===== config.mk =====
export PLATFORM = sky130hd
export DESIGN_NAME = muldiv_unit
export DESIGN_NICKNAME = d
export VERILOG_FILES = /design/src/rtl/muldiv_types.sv /design/src/rtl/muldiv_div_core.sv /design/src/rtl/muldiv_unit.sv
export SDC_FILE = /design/constraint.sdc
export NUM_CORES = 1
export LEC_CHECK = 0
export ABC_AREA = 1
export CAP_MARGIN = 20
export CELL_PAD_IN_SITES_DETAIL_PLACEMENT = 2
export CELL_PAD_IN_SITES_GLOBAL_PLACEMENT = 2
export CORE_UTILIZATION = 36
export DETAILED_ROUTE_END_ITERATION = 8
export PLACE_DENSITY = 0.91
export SLEW_MARGIN = 20
export SYNTH_ARGS = -nofsm -noshare
export SYNTH_HDL_FRONTEND = slang
export SYNTH_HIERARCHICAL = 1
export SYNTH_SLANG_ARGS = --single-unit
export TNS_END_PERCENT = 10

===== constraint.sdc =====
create_clock -name clk -period 4.56 [get_ports clk]
set_input_delay 0.456 -clock clk [delete_from_list [all_inputs] [get_ports clk]]
set_output_delay 0.456 -clock clk [all_outputs]
set_load 0.005 [all_outputs]

===== src/rtl/muldiv_types.sv =====
// rtl/muldiv_types.sv - shared op/state encodings and op decode helpers for muldiv_unit
package muldiv_types;

    typedef enum logic [2:0] {
        OP_MUL    = 3'b000,
        OP_MULH   = 3'b001,
        OP_MULHSU = 3'b010,
        OP_MULHU  = 3'b011,
        OP_DIV    = 3'b100,
        OP_DIVU   = 3'b101,
        OP_REM    = 3'b110,
        OP_REMU   = 3'b111
    } muldiv_op_t;

    typedef enum logic [1:0] {
        ST_IDLE = 2'd0,
        ST_BUSY = 2'd1,
        ST_DONE = 2'd2
    } muldiv_state_t;

    function automatic logic is_div(input muldiv_op_t op);
        return op inside {OP_DIV, OP_DIVU, OP_REM, OP_REMU};
    endfunction

    function automatic logic is_rem(input muldiv_op_t op);
        return op inside {OP_REM, OP_REMU};
    endfunction

    function automatic logic is_signed_a(input muldiv_op_t op);
        return op inside {OP_MULH, OP_MULHSU, OP_DIV, OP_REM};
    endfunction

    function automatic logic is_signed_b(input muldiv_op_t op);
        return op inside {OP_MULH, OP_DIV, OP_REM};
    endfunction

endpackage


===== src/rtl/muldiv_div_core.sv =====
// rtl/muldiv_div_core.sv - radix-2 restoring divider on unsigned magnitudes, one bit per step
module muldiv_div_core #(
    parameter int WIDTH = 32
) (
    input  logic             clk,
    input  logic             rst_n,
    input  logic             load_i,
    input  logic             step_i,
    input  logic [WIDTH-1:0] dividend_i,
    input  logic [WIDTH-1:0] divisor_i,
    output logic [WIDTH-1:0] quotient_o,
    output logic [WIDTH-1:0] remainder_o
);

    logic [WIDTH-1:0] quo_q;
    logic [WIDTH-1:0] rem_q;
    logic [WIDTH-1:0] dvs_q;
    logic [WIDTH:0]   shifted;
    logic [WIDTH:0]   diff;

    // The dividend shifts out of quo_q from the top while quotient bits enter at the bottom.
    always_comb begin
        shifted = {rem_q, quo_q[WIDTH-1]};
        diff    = shifted - {1'b0, dvs_q};
    end

    always_ff @(posedge clk or negedge rst_n) begin
        if (!rst_n) begin
            quo_q <= '0;
            rem_q <= '0;
            dvs_q <= '0;
        end else if (load_i) begin
            quo_q <= dividend_i;
            rem_q <= '0;
            dvs_q <= divisor_i;
        end else if (step_i) begin
            quo_q <= {quo_q[WIDTH-2:0], ~diff[WIDTH]};
            rem_q <= diff[WIDTH] ? shifted[WIDTH-1:0] : diff[WIDTH-1:0];
        end
    end

    assign quotient_o  = quo_q;
    assign remainder_o = rem_q;

endmodule


===== src/rtl/muldiv_unit.sv =====
// rtl/muldiv_unit.sv - iterative RV32M multiply/divide unit; MULDIV_FAST_MUL_EN selects single-cycle multiplies
module muldiv_unit
    import muldiv_types::*;
#(
    parameter int WIDTH = 32
) (
    input  logic             clk,
    input  logic             rst_n,
    input  logic             start,
    input  logic [2:0]       op,
    input  logic [WIDTH-1:0] rs1,
    input  logic [WIDTH-1:0] rs2,
    input  logic             flush,
    output logic             busy,
    output logic             done,
    output logic [WIDTH-1:0] result
);

    localparam int CW = $clog2(WIDTH) + 1;
    localparam logic [WIDTH-1:0] MIN_NEG = {1'b1, {(WIDTH-1){1'b0}}};

    muldiv_state_t      state_q;
    muldiv_op_t         op_q;
    logic               neg_q;
    logic               busy_q;
    logic               done_q;
    logic [CW-1:0]      cnt_q;
    logic [WIDTH-1:0]   mcand_q;
    logic [2*WIDTH-1:0] prod_q;
    logic [WIDTH-1:0]   result_q;

    muldiv_op_t         op_in;
    logic               accept;
    logic               a_neg;
    logic               b_neg;
    logic               sign_in;
    logic               div_zero;
    logic               div_ovf;
    logic               special;
    logic               div_step;
    logic [WIDTH-1:0]   mag_a;
    logic [WIDTH-1:0]   mag_b;
    logic [WIDTH-1:0]   special_res;
    logic [WIDTH:0]     mul_sum;
    logic [2*WIDTH-1:0] prod_step;
    logic [WIDTH-1:0]   quo;
    logic [WIDTH-1:0]   rem;
    logic [WIDTH-1:0]   final_res;

    // Sign is applied to the full double-width product so the high half stays correct.
    function automatic logic [WIDTH-1:0] pick_mul(input logic [2*WIDTH-1:0] p, input logic neg,
                                                  input logic low);
        logic [2*WIDTH-1:0] s;
        s = neg ? -p : p;
        return low ? s[WIDTH-1:0] : s[2*WIDTH-1:WIDTH];
    endfunction

    always_comb begin
        op_in    = muldiv_op_t'(op);
        accept   = (state_q == ST_IDLE) && start && !flush;
        a_neg    = is_signed_a(op_in) && rs1[WIDTH-1];
        b_neg    = is_signed_b(op_in) && rs2[WIDTH-1];
        mag_a    = a_neg ? -rs1 : rs1;
        mag_b    = b_neg ? -rs2 : rs2;
        sign_in  = is_rem(op_in) ? a_neg : (a_neg ^ b_neg);
        div_zero = (rs2 == '0);
        div_ovf  = is_signed_a(op_in) && (rs1 == MIN_NEG) && (rs2 == '1);
        special  = is_div(op_in) && (div_zero || div_ovf);
        if (div_zero) begin
            special_res = is_rem(op_in) ? rs1 : '1;
        end else begin
            special_res = is_rem(op_in) ? '0 : rs1;
        end
        mul_sum   = {1'b0, prod_q[2*WIDTH-1:WIDTH]} + (prod_q[0] ? {1'b0, mcand_q} : '0);
        prod_step = {mul_sum, prod_q[WIDTH-1:1]};
        if (is_div(op_q)) begin
            final_res = is_rem(op_q) ? (neg_q ? -rem : rem) : (neg_q ? -quo : quo);
        end else begin
            final_res = pick_mul(prod_q, neg_q, op_q == OP_MUL);
        end
        div_step = (state_q == ST_BUSY) && !cnt_q[CW-1] && !flush;
    end

`ifdef MULDIV_FAST_MUL_EN
    logic [2*WIDTH-1:0] fast_prod;
    logic [WIDTH-1:0]   fast_res;

    always_comb begin
        fast_prod = {{WIDTH{1'b0}}, mag_a} * {{WIDTH{1'b0}}, mag_b};
        fast_res  = pick_mul(fast_prod, sign_in, op_in == OP_MUL);
    end
`endif

    muldiv_div_core #(
        .WIDTH(WIDTH)
    ) u_div_core (
        .clk        (clk),
        .rst_n      (rst_n),
        .load_i     (accept),
        .step_i     (div_step),
        .dividend_i (mag_a),
        .divisor_i  (mag_b),
        .quotient_o (quo),
        .remainder_o(rem)
    );

    // cnt_q runs WIDTH-1 down past zero; its MSB marks the extra cycle that forms the result.
    always_ff @(posedge clk or negedge rst_n) begin
        if (!rst_n) begin
            state_q  <= ST_IDLE;
            op_q     <= OP_MUL;
            neg_q    <= 1'b0;
            busy_q   <= 1'b0;
            done_q   <= 1'b0;
            cnt_q    <= '0;
            mcand_q  <= '0;
            prod_q   <= '0;
            result_q <= '0;
        end else begin
            case (state_q)
                ST_IDLE: begin
                    done_q <= 1'b0;
                    if (accept) begin
                        op_q    <= op_in;
                        neg_q   <= sign_in;
                        mcand_q <= mag_a;
                        prod_q  <= {{WIDTH{1'b0}}, mag_b};
                        cnt_q   <= CW'(WIDTH - 1);
                        busy_q  <= 1'b1;
                        if (special) begin
                            result_q <= special_res;
                            done_q   <= 1'b1;
                            state_q  <= ST_DONE;
                        end
`ifdef MULDIV_FAST_MUL_EN
                        else if (!is_div(op_in)) begin
                            result_q <= fast_res;
                            done_q   <= 1'b1;
                            state_q  <= ST_DONE;
                        end
`endif
                        else begin
                            state_q <= ST_BUSY;
                        end
                    end
                end
                ST_BUSY: begin
                    if (flush) begin
                        state_q <= ST_IDLE;
                        busy_q  <= 1'b0;
                    end else if (cnt_q[CW-1]) begin
                        result_q <= final_res;
                        done_q   <= 1'b1;
                        state_q  <= ST_DONE;
                    end else begin
                        prod_q <= prod_step;
                        cnt_q  <= cnt_q - CW'(1);
                    end
                end
                default: begin
                    state_q <= ST_IDLE;
                    busy_q  <= 1'b0;
                    done_q  <= 1'b0;
                end
            endcase
        end
    end

    assign busy   = busy_q;
    assign done   = done_q && !flush;
    assign result = result_q;

endmodule


==> results.txt <==
Ys async rst share - 100.0%
EDFF count, synth - 0
RSZ-0062 raised after global routing - no
Setup CP Type - reg -> reg
Share of cells above drive strength 1 - 4.021%
HPWL Detailed - 98780 microns
Final worst-path cycle share - 84.76%
First-pass GRT wire length - 213200 microns
IO buf count - 104
Capture point of the worst path - prod_q[63]
Largest net degree at the start of global routing - 107
Router iterations before antenna repair - 7
Synth top area share - 26.59%
Routed vias - 29460
Final hold vios - 0
Post-Synthesis Mean Instance Area - 5.866 sq um
Synth top cells by count - nand2_1 (1284), inv_1 (498), nor2_1 (435)
Reg clk slew, reported paths - 0.07 ns
Post-Syn Nets - 3962
Worst-path cell chain - nand2_1 -> inv_1 -> ha_1 -> inv_1 -> fa_1 -> nor3_1 -> nor2_1 -> o21ai_1 -> nand3_1 -> nand2_1 -> nand3_1 -> nand2_1 -> nand2_1 -> o21ai_0
Reg power frac - 20.7%
IO Pins - 105
Reg2Reg Setup Slack - 0.70 ns
Worst setup SP type - flop
Critical Path AT - 4.31 ns
Worst path most repeated cell - nand2_1
Flops & latches, synth - 238
Clock Power Share - 11.0%
GP Congestion - 0.9603
Worst-path maximum fanout - 34
Max-cap violations - 0
Min Tclk post-route - 3.865 ns
Req. time, crit path - 5.01 ns
Top Family by Delay on Critical Path - simple AND/OR/NAND/NOR gates
R2R cell count - 14
Stages on worst setup path - 14
Status - completed
Core area - 61600 sq um
Dpl cells - 4659
Slowest CP cell - dfrtp_2
Per-cell routed wire length - 30.50 microns
Total GRT Usage - 44.91%
Layout Nets - 4000
Max incr delay on CP - 0.82 ns
Drt initial violations - 2913
R2r startpoint - prod_q[0]
RR Endpoint - prod_q[63]
Die Ht - 251.4 microns
Total negative slack - 0 ns
Count leader, synth - nand2_1
Final setup violation count - 0
Crit path capture type - flop
Sink Count - 238
Via density - 6.240
Initial antenna violation count - 14
Total wire length - 144000 microns
Post-synth top area cell - dfrtp_1
Die width - 251.4 microns
Psw - 14.82 mW
Initial Utilization - 36.36%
Main area contributors after synthesis - dfrtp_1 (27%), nand2_1 (22%), inv_1 (8.3%), nand3_1 (8.2%), nor2_1 (7.3%)
Max-slew violations - 0
Number of global-route vias before repair - 32320
Peak Freq - 258.7 MHz
Die Footprint - 63210 sq um
Fillers - 7737
CP Launch Point - prod_q[0]
Rel. slew slack - 27.06%
Post-route ant nets - 0
Ys Warns - 6
Worst-Skew Late Latency - 0.64 ns
Sw Ratio - 62.88%
Root buffer cell - clkbuf_16
Cts bufs inserted - 31
Seq/Total Area, Yosys - 26.59%
Cell variety after synth - 52
Drt drc - 0
Static Leakage - 12.75 nW
Total grt overflow - 0
Cell count after synthesis - 3818
Peak supply drop - 0.3967 mV
PD cells - 936.5 nW/um^2
Logic pwr share - 68.3%
Ys flop type - dfrtp_1
Row cnt - 91
Setup bufs post-CTS - 0
CTS HTree Levels - 1
CTS Buffer Depth - 3
CTS tree - yes
Max Clock Skew - 0.02238 ns
Non-filler cells, final - 4721
Worst Hold Class - in -> async
Pint - 8.751 mW
Layout area overhead - 12.40%
Slew @ Worst Pin - 1.093 ns
CP bufs+invs - 2
Post-Syn Area - 22400 sq um
cells in the final DEF (no fill, tap or decap), types with 5 or more instances in the layout:
cell and instances:
a21o_1 6, a21oi_1 186, a21oi_2 14, a22oi_1 6, a31oi_1 8, and2_1 7
buf_4 22, clkbuf_1 10, clkbuf_16 31, clkbuf_8 5, clkdlybuf4s50_1 103, clkinv_2 7
dfrtp_1 236, ha_1 71, inv_1 496, inv_2 8, nand2_1 1284, nand2_2 10
nand3_1 369, nand3b_1 25, nand4_1 39, nor2_1 431, nor2_2 18, nor2_4 6
nor3_1 31, o211ai_1 12, o21ai_0 251, o21ai_1 19, o21bai_1 6, o221ai_1 22
o22ai_1 10, or2_2 10, xnor2_1 20, xor2_1 55
state kept, by name, summed over array words and instances, names as in the netlist:
signal and flops:
result 32, u_div_core/quotient_o 32, busy 1, op_q 3, state_q 2, neg_q 1
cnt_q 6, u_div_core/remainder_o 32, done_q 1, prod_q 64, u_div_core/dvs_q 32, mcand_q 32
power groups by stage:
stage	registers [mW]	logic [mW]	clock network, mW
floorplan	3.81	9.38	0
global placement	4.51	13.3	0
detailed placement	4.65	14.5	0
CTS	4.75	15.3	2.60
global route	4.87	17.0	2.65
finish	4.87	16.1	2.60
per-layer routing:
metal  GRT usage [%]  wire length, microns
met4           39.22                 14520
met1           48.76                 51930
met5               0                    96
met3           10.66                 11230
met2           73.67                 66230
kinds of logic (layout without fill, tap and decap cells):
group	Yosys count	count (layout)	synth area share, %
AND/OR/NAND/NOR	2244	2244	41.62
buffers and inverters	635	697	11.12
AO/OA/AOI/OAI	552	552	13.54
flip-flops	238	238	26.59
XOR/XNOR	75	75	2.933
adder cells (fa/ha/maj)	73	73	4.145
multiplexers	1	1	0.05028
other	0	4	0
timing repair:
action,in CTS,in global routing
hold buffers,1,0
setup endpoints to repair,0,0
endpoints found under the hold margin,75,0
resized for setup,0,0
area by class of cell:
class / count / area [sq um] / share of cell area, %
antenna: 4 / 10.01 / 0.03977
clock buffer: 46 / 882.1 / 3.504
clock inverter: 11 / 92.59 / 0.3678
inverter: 510 / 1923 / 7.640
multi-input combinational: 2945 / 13970 / 55.52
sequential: 238 / 5961 / 23.68
tap: 837 / 1047 / 4.160
timing repair buffer: 130 / 1281 / 5.090
per-stage QoR:
step	setup WS, ns	utilization, %	area (sq um)	power [mW]	hold slack (ns)
2_1_floorplan	1.925	-	22400	13.19	0.1604
3_3_place_gp	1.149	39.24	24170	17.84	0.4676
3_5_place_dp	0.9961	39.24	24170	19.11	0.4766
4_1_cts	0.5775	40.84	25160	22.66	0.4943
5_1_grt	0.5760	40.85	25160	24.49	0.5284
6_report	0.6951	40.86	25170	23.57	0.4391
worst min path at each step:
stage	end	slack (ns)	depth (start not counted)	from
6_report	u_div_core/remainder_o[31]	0.44	2	rst_n
5_1_grt	mcand_q[25]	0.53	2	mcand_q[25]
4_1_cts	mcand_q[25]	0.49	2	mcand_q[25]
3_5_place_dp	mcand_q[6]	0.48	2	mcand_q[6]
3_3_place_gp	mcand_q[6]	0.47	2	mcand_q[6]
2_1_floorplan	busy	0.16	0	rst_n
Power figures use the tool's default switching activity.
